===== src/rtl/c3_bist_ctrl.sv =====
// Launch/capture self-test controller for the c3_slack block: LFSR-driven launch,
// one-cycle-later capture, golden compare and MISR compaction of the responses.
module c3_bist_ctrl #(
   parameter int unsigned PATTERNS = 15,
   parameter logic [3:0]  SEED     = 4'b0001
) (
   input  logic       clk,
   input  logic       rst_n,
   input  logic       start,
   input  logic       abort,
   output logic       nx1,
   output logic       nx2,
   output logic       nx3,
   output logic       nx4,
   input  logic       nx33,
   input  logic       nx44,
   input  logic       nx12,
   output logic       busy,
   output logic       done,
   output logic       pass,
   output logic [7:0] fail_cnt,
   output logic [7:0] first_fail,
   output logic [7:0] signature
);

   typedef enum logic [1:0] {
      ST_IDLE = 2'd0,
      ST_RUN  = 2'd1,
      ST_DONE = 2'd2
   } state_t;

   localparam logic [3:0] LP_SEED  = (SEED == 4'b0000) ? 4'b0001 : SEED;
   localparam logic       LP_EMPTY = (PATTERNS == 0) ? 1'b1 : 1'b0;
   localparam logic [7:0] LP_LAST  = (PATTERNS == 0) ? 8'd0 : 8'(PATTERNS - 1);

   // Expected {nx33, nx44, nx12} for a launched vector {nx4, nx3, nx2, nx1}.
   function automatic logic [2:0] golden(input logic [3:0] l);
      return {~l[2], l[3], ~(l[0] & l[1])};
   endfunction

   function automatic logic [7:0] misr_step(input logic [7:0] s, input logic [2:0] r);
      return {s[6:0], s[7] ^ s[5] ^ s[4] ^ s[3]} ^ {5'b00000, r};
   endfunction

   state_t     r_state;
   state_t     w_state_nxt;
   logic [3:0] r_lfsr;
   logic [7:0] r_idx;
   logic       r_busy;
   logic       r_done;
   logic       r_pass;
   logic [7:0] r_fail_cnt;
   logic [7:0] r_first_fail;
   logic [7:0] r_sig;
   logic [2:0] w_resp;
   logic       w_mismatch;
   logic [7:0] w_fail_nxt;

   assign w_resp     = {nx33, nx44, nx12};
   assign w_mismatch = (w_resp != golden(r_lfsr));
   assign w_fail_nxt = (w_mismatch && (r_fail_cnt != 8'hFF)) ? (r_fail_cnt + 8'd1) : r_fail_cnt;

   // State register.
   always_ff @(posedge clk or negedge rst_n) begin
      if (!rst_n) begin
         r_state <= ST_IDLE;
      end else begin
         r_state <= w_state_nxt;
      end
   end

   // Next-state decode; abort is only honoured while a run is active.
   always_comb begin
      w_state_nxt = r_state;
      case (r_state)
         ST_IDLE: begin
            if (start) begin
               w_state_nxt = LP_EMPTY ? ST_DONE : ST_RUN;
            end else begin
               w_state_nxt = ST_IDLE;
            end
         end
         ST_RUN: begin
            if (abort) begin
               w_state_nxt = ST_IDLE;
            end else if (r_idx == LP_LAST) begin
               w_state_nxt = ST_DONE;
            end else begin
               w_state_nxt = ST_RUN;
            end
         end
         ST_DONE: w_state_nxt = ST_IDLE;
         default: w_state_nxt = ST_IDLE;
      endcase
   end

   // Launch register, capture/compare and result registers.
   always_ff @(posedge clk or negedge rst_n) begin
      if (!rst_n) begin
         r_lfsr       <= 4'b0000;
         r_idx        <= 8'd0;
         r_busy       <= 1'b0;
         r_done       <= 1'b0;
         r_pass       <= 1'b0;
         r_fail_cnt   <= 8'd0;
         r_first_fail <= 8'hFF;
         r_sig        <= 8'd0;
      end else begin
         r_busy <= (w_state_nxt == ST_RUN);
         r_done <= (w_state_nxt == ST_DONE);
         case (r_state)
            ST_IDLE: begin
               if (start) begin
                  r_lfsr       <= LP_EMPTY ? 4'b0000 : LP_SEED;
                  r_idx        <= 8'd0;
                  r_pass       <= LP_EMPTY;
                  r_fail_cnt   <= 8'd0;
                  r_first_fail <= 8'hFF;
                  r_sig        <= 8'd0;
               end else begin
                  r_lfsr <= 4'b0000;
               end
            end
            ST_RUN: begin
               if (abort) begin
                  r_lfsr <= 4'b0000;
                  r_pass <= 1'b0;
               end else begin
                  r_fail_cnt <= w_fail_nxt;
                  r_sig      <= misr_step(r_sig, w_resp);
                  r_idx      <= r_idx + 8'd1;
                  if (w_mismatch && (r_first_fail == 8'hFF)) begin
                     r_first_fail <= r_idx;
                  end else begin
                     r_first_fail <= r_first_fail;
                  end
                  // Launch outputs drop to zero on the capture of the final pattern.
                  if (r_idx == LP_LAST) begin
                     r_lfsr <= 4'b0000;
                     r_pass <= (w_fail_nxt == 8'd0);
                  end else begin
                     r_lfsr <= {r_lfsr[2:0], r_lfsr[3] ^ r_lfsr[2]};
                  end
               end
            end
            ST_DONE: r_lfsr <= 4'b0000;
            default: r_lfsr <= 4'b0000;
         endcase
      end
   end

   assign nx1        = r_lfsr[0];
   assign nx2        = r_lfsr[1];
   assign nx3        = r_lfsr[2];
   assign nx4        = r_lfsr[3];
   assign busy       = r_busy;
   assign done       = r_done;
   assign pass       = r_pass;
   assign fail_cnt   = r_fail_cnt;
   assign first_fail = r_first_fail;
   assign signature  = r_sig;

endmodule


===== config.mk =====
export PLATFORM = sky130hd
export DESIGN_NAME = c3_bist_ctrl
export DESIGN_NICKNAME = d
export VERILOG_FILES = /design/src/rtl/c3_bist_ctrl.sv
export SDC_FILE = /design/constraint.sdc
export NUM_CORES = 1
export LEC_CHECK = 0
export ABC_AREA = 1
export CAP_MARGIN = 10
export CORE_MARGIN = 10
export CORE_UTILIZATION = 35
export CTS_BUF_LIST = sky130_fd_sc_hd__clkbuf_8
export DETAILED_ROUTE_END_ITERATION = 10
export PLACE_DENSITY = 0.67
export REMOVE_ABC_BUFFERS = 1
export SYNTH_ARGS = -nofsm -noshare
export SYNTH_HDL_FRONTEND = slang
export SYNTH_SLANG_ARGS = --single-unit

===== constraint.sdc =====
create_clock -name clk -period 1.8 [get_ports clk]
set_input_delay 0.27 -clock clk [delete_from_list [all_inputs] [get_ports clk]]
set_output_delay 0.27 -clock clk [all_outputs]
set_load 0.01 [all_outputs]

* Word-level counts from Yosys, hierarchy flattened
Index checks and enable logic that the tools add are counted.
** Word-level totals
- Register bits :: 41
- Bits of input ports :: 7
- Output and inout port bits :: 31
** Cells by class
- Add/subtract/negate cells :: 2
- Eq/ne operators :: 11
- Mux-type cells :: 24
- Bitwise logic cells :: 8
- Reduce and logical (&&, ||, !) cells :: 8
** Operators by type and width (number)
- $mux W8 :: 8
- $pmux W8 S2 :: 4
- $add A8 B1 Y8 const B :: 2
- $eq A8 B4 Y1 const B :: 1
- $eq A8 B8 Y1 const B :: 1
- $logic_not A8 Y1 :: 1
- $mux W4 :: 2
- $ne A8 B8 Y1 const B :: 1
- $pmux W4 S2 :: 1
- $xor A8 B3 Y8 :: 1
- $ne A2 B2 Y1 const B :: 3
- $reduce_and A3 Y1 :: 2
- $mux W1 :: 5
- $eq A2 B1 Y1 const B :: 2
- $mux W2 :: 2
- $pmux W2 S2 :: 1
- $reduce_and A4 Y1 :: 1
- $xor A1 B1 Y1 :: 4
- $ne A3 B3 Y1 :: 1
- $ne A3 B3 Y1 const B :: 1
- $eq A2 B2 Y1 const B :: 1
- $logic_and A1 B1 Y1 :: 2
- $logic_not A2 Y1 :: 1
- $not A1 Y1 :: 2
- other kinds (3) :: 3

* Logic depth before layout (Yosys ltp)
Gate-level depths: netlist of run 1.
- Word-level depth :: 9
- Gate-level depth with buffers :: 13
- Depth with buffers taken out :: 12

* Worst setup path before layout of run 1
No wires, ideal clock.
- Path kind :: register to register
- From :: register r_fail_cnt[1], in the netlist fail_cnt[1]
- To :: register r_pass, in the netlist pass
- Arrival time :: 1430 ps
- Path slack :: 254 ps
- Stages on the path, launching flop included :: 13
- Path buffers :: 0
- Path through :: dfrtp_1 > ha_1 > nand3_2 > nor2_4 > nand3_4 > nand2_4 > nand2_1 > nand2_1 > inv_1 > nand3_1 > nor2_1 > nand2_1 > nand2_1
** On the way
- Word-level cells in the longest chain between the ends :: 7
** RTL lines
- start, declared :: RTL line 52 : logic [7:0] r_fail_cnt;
- start signal, assigned :: RTL line 129 : r_fail_cnt <= w_fail_nxt;
- branches (longest 2 deep; another with $add A8 B1 Y8)
- $mux W8 (*) :: RTL line 61 : assign w_fail_nxt = (w_mismatch && (r_fail_cnt != 8'hFF)) ? (r_fail_cnt + 8'd1) : r_fail_cnt;
- $logic_not A8 Y1 (*) :: RTL line 140 : r_pass <= (w_fail_nxt == 8'd0);
- $mux W1 (*) :: RTL line 138 : if (r_idx == LP_LAST) begin
- $mux W1 (*) :: RTL line 125 : if (abort) begin
- $pmux W1 S2 (*) :: RTL line 111 : case (r_state)
- end signal, assigned :: RTL line 140
- end, declared :: RTL line 51 : logic r_pass;
Mark *: on every way between the ends. The select of a mux whose other input is x is not followed.
A chain may end at the register's enable or synchronous reset.

* Worst setup path after layout of run 1
- From :: register r_first_fail[3], in the netlist first_fail[3]
- To :: output port first_fail[3]
** RTL lines
- start, declared :: RTL line 53 : logic [7:0] r_first_fail;
- start signal, assigned :: RTL line 133 : r_first_fail <= r_idx;
- start signal, assigned :: RTL line 135 : r_first_fail <= r_first_fail;
- end, declared :: RTL line 22 : output logic [7:0] first_fail,
No word-level cell between the ends.

==> results.json, run 1 <==
{
  "status": "complete, no violations",
  "ys_seq_elements": 41,
  "power_frac_clock_pct": 24.5,
  "wl_per_cell_um": 13.1,
  "postPlaceCellArea_sq_um": 2660,
  "ys_warn_count": 0,
  "drtIter0Drc": 105,
  "start_util_pct": 36.0,
  "power_density_nw_per_um2": 984,
  "setup_viol": 0,
  "fin_area_sq_um": 2770,
  "io_buffers": 37,
  "drc": 0,
  "grt_pass1_wl_um": 8780,
  "yosysUniqueCellTypes": 32,
  "fmax_ghz": 0.601,
  "rsz0062_at_grt": "no",
  "io_pins": 38,
  "crit_path_max_incr_delay_ns": 0.56,
  "via_per_inst": 4.77,
  "crit_path_max_fanout": 3,
  "r2r_end": "pass$_DFFE_PN0P_",
  "final_layout_size_suffix_gt1_share_pct": 14.6,
  "p_int_uw": 1860,
  "hold_viol": 0,
  "max-cap-violations": 0,
  "first_pass_iters": 4,
  "insertion_delay_ns": 0.30,
  "hold_buffers": 0,
  "p_total_uw": 2720,
  "dieHeight_um": 98.1,
  "antenna_found_initial": 0,
  "cts_tree": "built",
  "crit_chain": "clkdlybuf4s50_1",
  "cp_data_arrival_time_ns": 1.39,
  "synth_area_leader_cell": "dfrtp_1",
  "rows": 28,
  "clk_pin_slew_worst_paths_ns": 0.08,
  "skew_ns": 0.00677,
  "instances_no_fill": 391,
  "p_leak_uw": 0.00127,
  "slowest_stage": "dfstp_2",
  "area_delta_synth_final_pct": 29.6,
  "dp_cells": 383,
  "criticalPathCategory": "reg -> out",
  "synth_top_area_share_pct": 38.7,
  "timing.rr.start": "fail_cnt[0]$_DFFE_PN0P_",
  "core_area_sq_um": 5920,
  "dr_total_vias": 1866,
  "routed_wirelength_um": 5140,
  "switching_share_pct": 31.6,
  "cts_buffers": 5,
  "critPathCaptureType": "output port",
  "h-tree-depth": 2,
  "place_congestion": 0.808,
  "cts-root-buf": "clkbuf_8",
  "netlist_top_cells_area": "dfrtp_1, nand2_1, dfstp_2",
  "grt_use_total_pct": 10.8,
  "critPathRequiredTime_ns": 1.53,
  "grt_max_degree": 42,
  "ys_seq_area_share_pct": 48.6,
  "grt_pass1_vias": 1826,
  "ir_worst_vdd_mv": 0.353,
  "fin_hold_ws_ns": 0.0257,
  "cts_sinks": 41,
  "p_sw_uw": 860,
  "cp-start-kind": "flop",
  "power_frac_seq_pct": 45.9,
  "r2r_cells": 12,
  "critPathBufInv": 1,
  "syn_avg_cell_area_sq_um": 8.08,
  "n_antenna_cell": 0,
  "period_needed_ns": 1.66,
  "grt_overflow": 0,
  "fin_nets": 325,
  "synth_area_sq_um": 2130,
  "antenna_left": 0,
  "r2r_slack_ns": 0.19,
  "crit_family": "flip-flops",
  "fin_tns_setup_ns": 0,
  "slew_violations": 0,
  "fin_crit_sh_pct": 92.4,
  "clockBufferDepth": 2,
  "dieArea_sq_um": 9620,
  "die_x_um": 98.1,
  "worst_slew_pin_slew_ns": 0.570,
  "dpl.hpwl_um": 3870,
  "hold_class": "in -> async",
  "synthCells": 264,
  "slew_headroom_pct": 62.0,
  "p_comb_share_pct": 29.5
}
==> state kept, by name (all words and copies together) (netlist names) <==
register and count:
r_idx 8, r_lfsr 4, pass 1, first_fail 8, fail_cnt 8, signature 8
done 1, busy 1, r_state 2
==> stage by stage <==
step                      util, %  setup slack (ns)
after floorplan                 -             0.163
after global placement       44.9           0.00283
after detailed placement     44.9           -0.0383
after CTS                    46.7             0.121
after global routing         46.7            0.0345
final                        46.7             0.137
==> placed cells by master, fill, tap and decap left out, types with 2 or more instances in the layout <==
| cell type | count |
|---|---|
| o21ai_0 | 13 |
| nand3b_1 | 2 |
| nand3_1 | 19 |
| dfstp_2 | 8 |
| clkdlybuf4s50_1 | 36 |
| xnor2_1 | 5 |
| o22ai_1 | 5 |
| nand4_1 | 3 |
| nand3_2 | 2 |
| dfrtp_1 | 33 |
| o31ai_1 | 2 |
| nand2_1 | 64 |
| o21ai_1 | 9 |
| a21oi_1 | 7 |
| nor3_1 | 2 |
| nor2_1 | 29 |
| o211ai_1 | 2 |
| nand2_2 | 4 |
| ha_1 | 2 |
| clkbuf_8 | 7 |
| nor2_4 | 2 |
| buf_4 | 13 |
| xor2_1 | 3 |
| inv_1 | 33 |
==> routing by layer <==
metal	track usage [%]	wire length, um	part of all wire [%]
met5	0	0	0
met4	3.69	41	0.80
met3	4.09	357	6.9
met2	17.3	2460	48
met1	13.1	2280	44
==> power by group through the flow <==
stage                     clock [uW]  sequential (uW)  combinational [uW]
after floorplan                    0             1310                 320
after global placement             0             1260                 804
after detailed placement           0             1260                 815
after CTS                        691             1250                 818
after global routing             729             1270                 899
final                            667             1250                 804
==> how the worst max path moves through the flow <==
stage                                   start              endpoint  depth (start not counted)
finish              first_fail[3]$_DFFE_PN1P_         first_fail[3]                          1
detailed placement                       nx12      pass$_DFFE_PN0P_                         12
global route          fail_cnt[1]$_DFFE_PN0P_      pass$_DFFE_PN0P_                         12
floorplan                r_state[1]$_DFF_PN0_  r_idx[4]$_DFFE_PN0P_                          7
CTS                 first_fail[3]$_DFFE_PN1P_         first_fail[3]                          1
global placement                         nx12      pass$_DFFE_PN0P_                         12
==> area by class of cell <==
class / instances / area (sq um)
timing repair buffer: 50 / 463
fill: 578 / 3160
sequential: 41 / 1040
clock buffer: 7 / 96.3
inverter: 34 / 128
clock inverter: 1 / 5.00
multi-input combinational: 183 / 943
tap: 75 / 93.8
==> cell families after synthesis <==
kind of cell / Yosys count / share of synthesized area (%)
flip-flops: 41 / 48.6
AO/OA/AOI/OAI: 41 / 10.9
XOR/XNOR: 8 / 3.28
AND/OR/NAND/NOR: 131 / 28.2
adder cells (fa/ha/maj): 3 / 1.76
buffers and inverters: 40 / 7.33
==> synthesized netlist by cell type <==
master	instances
nand2_1	64
dfrtp_1	33
inv_1	33
nor2_1	29
nand3_1	19
o21ai_0	13
o21ai_1	9
dfstp_2	8
a21oi_1	7
o22ai_1	5
xnor2_1	5
nand2_2	4
clkbuf_1	3
ha_1	3
nand4_1	3
xor2_1	3
buf_2	2
nand3_2	2
nand3b_1	2
nor2_4	2
nor3_1	2
o211ai_1	2
o31ai_1	2
a21o_1	1
a22o_2	1
buf_4	1
inv_2	1
nand2_4	1
nand3_4	1
nor2_2	1
nor3_2	1
o21ai_2	1
==> worst reg2reg max path, delay by kind of cell, from the launching register on <==
kind / cells / cell delay [ns]
buffers and inverters: 1 / 0.05
DFF: 1 / 0.36
adders and majority gates: 1 / 0.23
and+or+nand+nor: 10 / 0.86
==> timing repair <==
item,4_1_cts,5_1_grt
endpoints found under the setup margin,0,1
gates resized for setup,0,1
setup buffers,0,0
(Power assumes the default switching activity.)
==> run 2, diff against run 1 <==
--- a/config.mk
+++ b/config.mk
@@ -7,11 +7,14 @@
 export LEC_CHECK = 0
 export ABC_AREA = 1
 export CAP_MARGIN = 10
+export CELL_PAD_IN_SITES_DETAIL_PLACEMENT = 0
+export CELL_PAD_IN_SITES_GLOBAL_PLACEMENT = 1
 export CORE_MARGIN = 10
 export CORE_UTILIZATION = 35
 export CTS_BUF_LIST = sky130_fd_sc_hd__clkbuf_8
 export DETAILED_ROUTE_END_ITERATION = 10
-export PLACE_DENSITY = 0.67
+export HOLD_SLACK_MARGIN = 0.06
+export PLACE_DENSITY = 0.83
 export REMOVE_ABC_BUFFERS = 1
 export SYNTH_ARGS = -nofsm -noshare
 export SYNTH_HDL_FRONTEND = slang
==> run 2 against run 1 <==
- design area is the same
- combinational power is essentially flat
- clock skew shrank 0.0017 ns
- die area is the same
- cell count grew 0.26%
- power shrank 2.5%
- sequential share of layout area is the same
- routed wire length shrank 0.41%
- clock power shrank 10%
- largest power group unchanged
==> results.json, run 2 (synthesis gave the netlist of run 1 again) <==
{
  "status": "complete, no violations",
  "fin_crit_sh_pct": 91.8,
  "rows": 28,
  "instances_no_fill": 392,
  "slew_headroom_pct": 58.6,
  "area_delta_synth_final_pct": 29.6,
  "cts_buffers": 5,
  "cp-start-kind": "flop",
  "wl_per_cell_um": 13.1,
  "criticalPathCategory": "reg -> out",
  "fmax_ghz": 0.605,
  "core_area_sq_um": 5920,
  "fin_tns_setup_ns": 0,
  "fin_area_sq_um": 2770,
  "grt_use_total_pct": 10.6,
  "clk_pin_slew_worst_paths_ns": 0.07,
  "insertion_delay_ns": 0.29,
  "cts.repair.resized": 0,
  "routed_wirelength_um": 5120,
  "p_leak_uw": 0.00128,
  "dp_cells": 383,
  "skew_ns": 0.00510,
  "place_congestion": 0.836,
  "max-cap-violations": 0,
  "nFillCells": 598,
  "slowest_stage": "dfstp_2",
  "dieArea_sq_um": 9620,
  "drtIter0Drc": 72,
  "antenna_found_initial": 0,
  "worst_slew_pin_slew_ns": 0.621,
  "fin_hold_ws_ns": 0.483,
  "layout_commonest_cell": "nand2_1",
  "dieHeight_um": 98.1,
  "postPlaceCellArea_sq_um": 2660,
  "grt_overflow": 0,
  "rsz0062_at_grt": "no",
  "crit_chain": "clkdlybuf4s50_1",
  "critPathCaptureType": "output port",
  "hold_viol": 0,
  "crit_path_max_fanout": 3,
  "grt_max_degree": 42,
  "grt_pass1_vias": 1836,
  "clockBufferDepth": 2,
  "slew_violations": 0,
  "start_util_pct": 36.0,
  "critPathRequiredTime_ns": 1.53,
  "final_cell_mix": "nand2_1, clkdlybuf4s50_1, inv_1",
  "crit_family": "flip-flops",
  "final_layout_size_suffix_gt1_share_pct": 13.9,
  "p_total_uw": 2650,
  "multi_input_area_sq_um": 941,
  "grt_pass1_wl_um": 8580,
  "first_pass_iters": 4,
  "ir_worst_vdd_mv": 0.406,
  "drc": 0,
  "cts_tree": "built",
  "dr_total_vias": 1878,
  "n_antenna_cell": 0,
  "h-tree-depth": 2,
  "power_density_nw_per_um2": 959,
  "setup_viol": 0,
  "cts-root-buf": "clkbuf_8",
  "io_buffers": 37,
  "dpl.hpwl_um": 3860,
  "io_pins": 38,
  "cts_sinks": 41,
  "regArea_sq_um": 1040,
  "hold_class": "reg -> reg",
  "die_x_um": 98.1,
  "cp_data_arrival_time_ns": 1.38,
  "fin_nets": 327,
  "via_per_inst": 4.79,
  "critPathBufInv": 1,
  "antenna_left": 0,
  "r2r_slack_ns": 0.20,
  "crit_path_max_incr_delay_ns": 0.55,
  "period_needed_ns": 1.65
}
[run 2: worst paths after layout]
kind / start / end / depth (start not counted)
max in group asynchronous: rst_n / first_fail[0]$_DFFE_PN1P_ / 3
worst min register to register: first_fail[3]$_DFFE_PN1P_ / first_fail[3]$_DFFE_PN1P_ / 2
worst max-delay path: first_fail[2]$_DFFE_PN1P_ / first_fail[2] / 1
worst min-delay path: first_fail[3]$_DFFE_PN1P_ / first_fail[3]$_DFFE_PN1P_ / 2
worst max register to register: r_state[1]$_DFF_PN0_ / r_idx[4]$_DFFE_PN0P_ / 7
min in group asynchronous: rst_n / r_idx[6]$_DFFE_PN0P_ / 3
[run 2: where the power goes]
part           internal [uW]  total (uW)  switching (uW)
logic                    403         807             405
clock network            299         598             300
registers               1110        1250             131
[run 2: layout make-up]
| cell class | count | area share, % |
|---|---|---|
| Clock inverter | 1 | 0.136 |
| Tap cell | 75 | 3.39 |
| Timing Repair Buffer | 52 | 17.4 |
| Multi-Input combinational cell | 183 | 34.0 |
| Clock buffer | 6 | 2.99 |
| Inverter | 34 | 4.62 |
| Sequential cell | 41 | 37.5 |
[run 2: repair_timing]
item,in CTS,in global routing
buffers inserted,0,1
hold buffers,1,0
setup endpoints to repair,0,1
hold endpoints to repair,33,0
[run 2: per-stage QoR]
stage	util (%)	setup WS (ns)
global route	46.7	0.0393
detailed placement	44.9	0.00354
global placement	44.9	0.00803
finish	46.7	0.148
CTS	46.6	0.132
floorplan	-	0.163
[run 2: per-layer routing]
metal | up-vias | routed length [um] | part of all wire, % | GRT usage [%]
li1 | 951 | - | - | -
met3 | 5 | 325 | 6.4 | 3.59
met4 | 0 | 76 | 1.5 | 4.47
met5 | - | 0 | 0 | 0
met2 | 30 | 2350 | 46 | 17.0
met1 | 892 | 2360 | 46 | 12.6
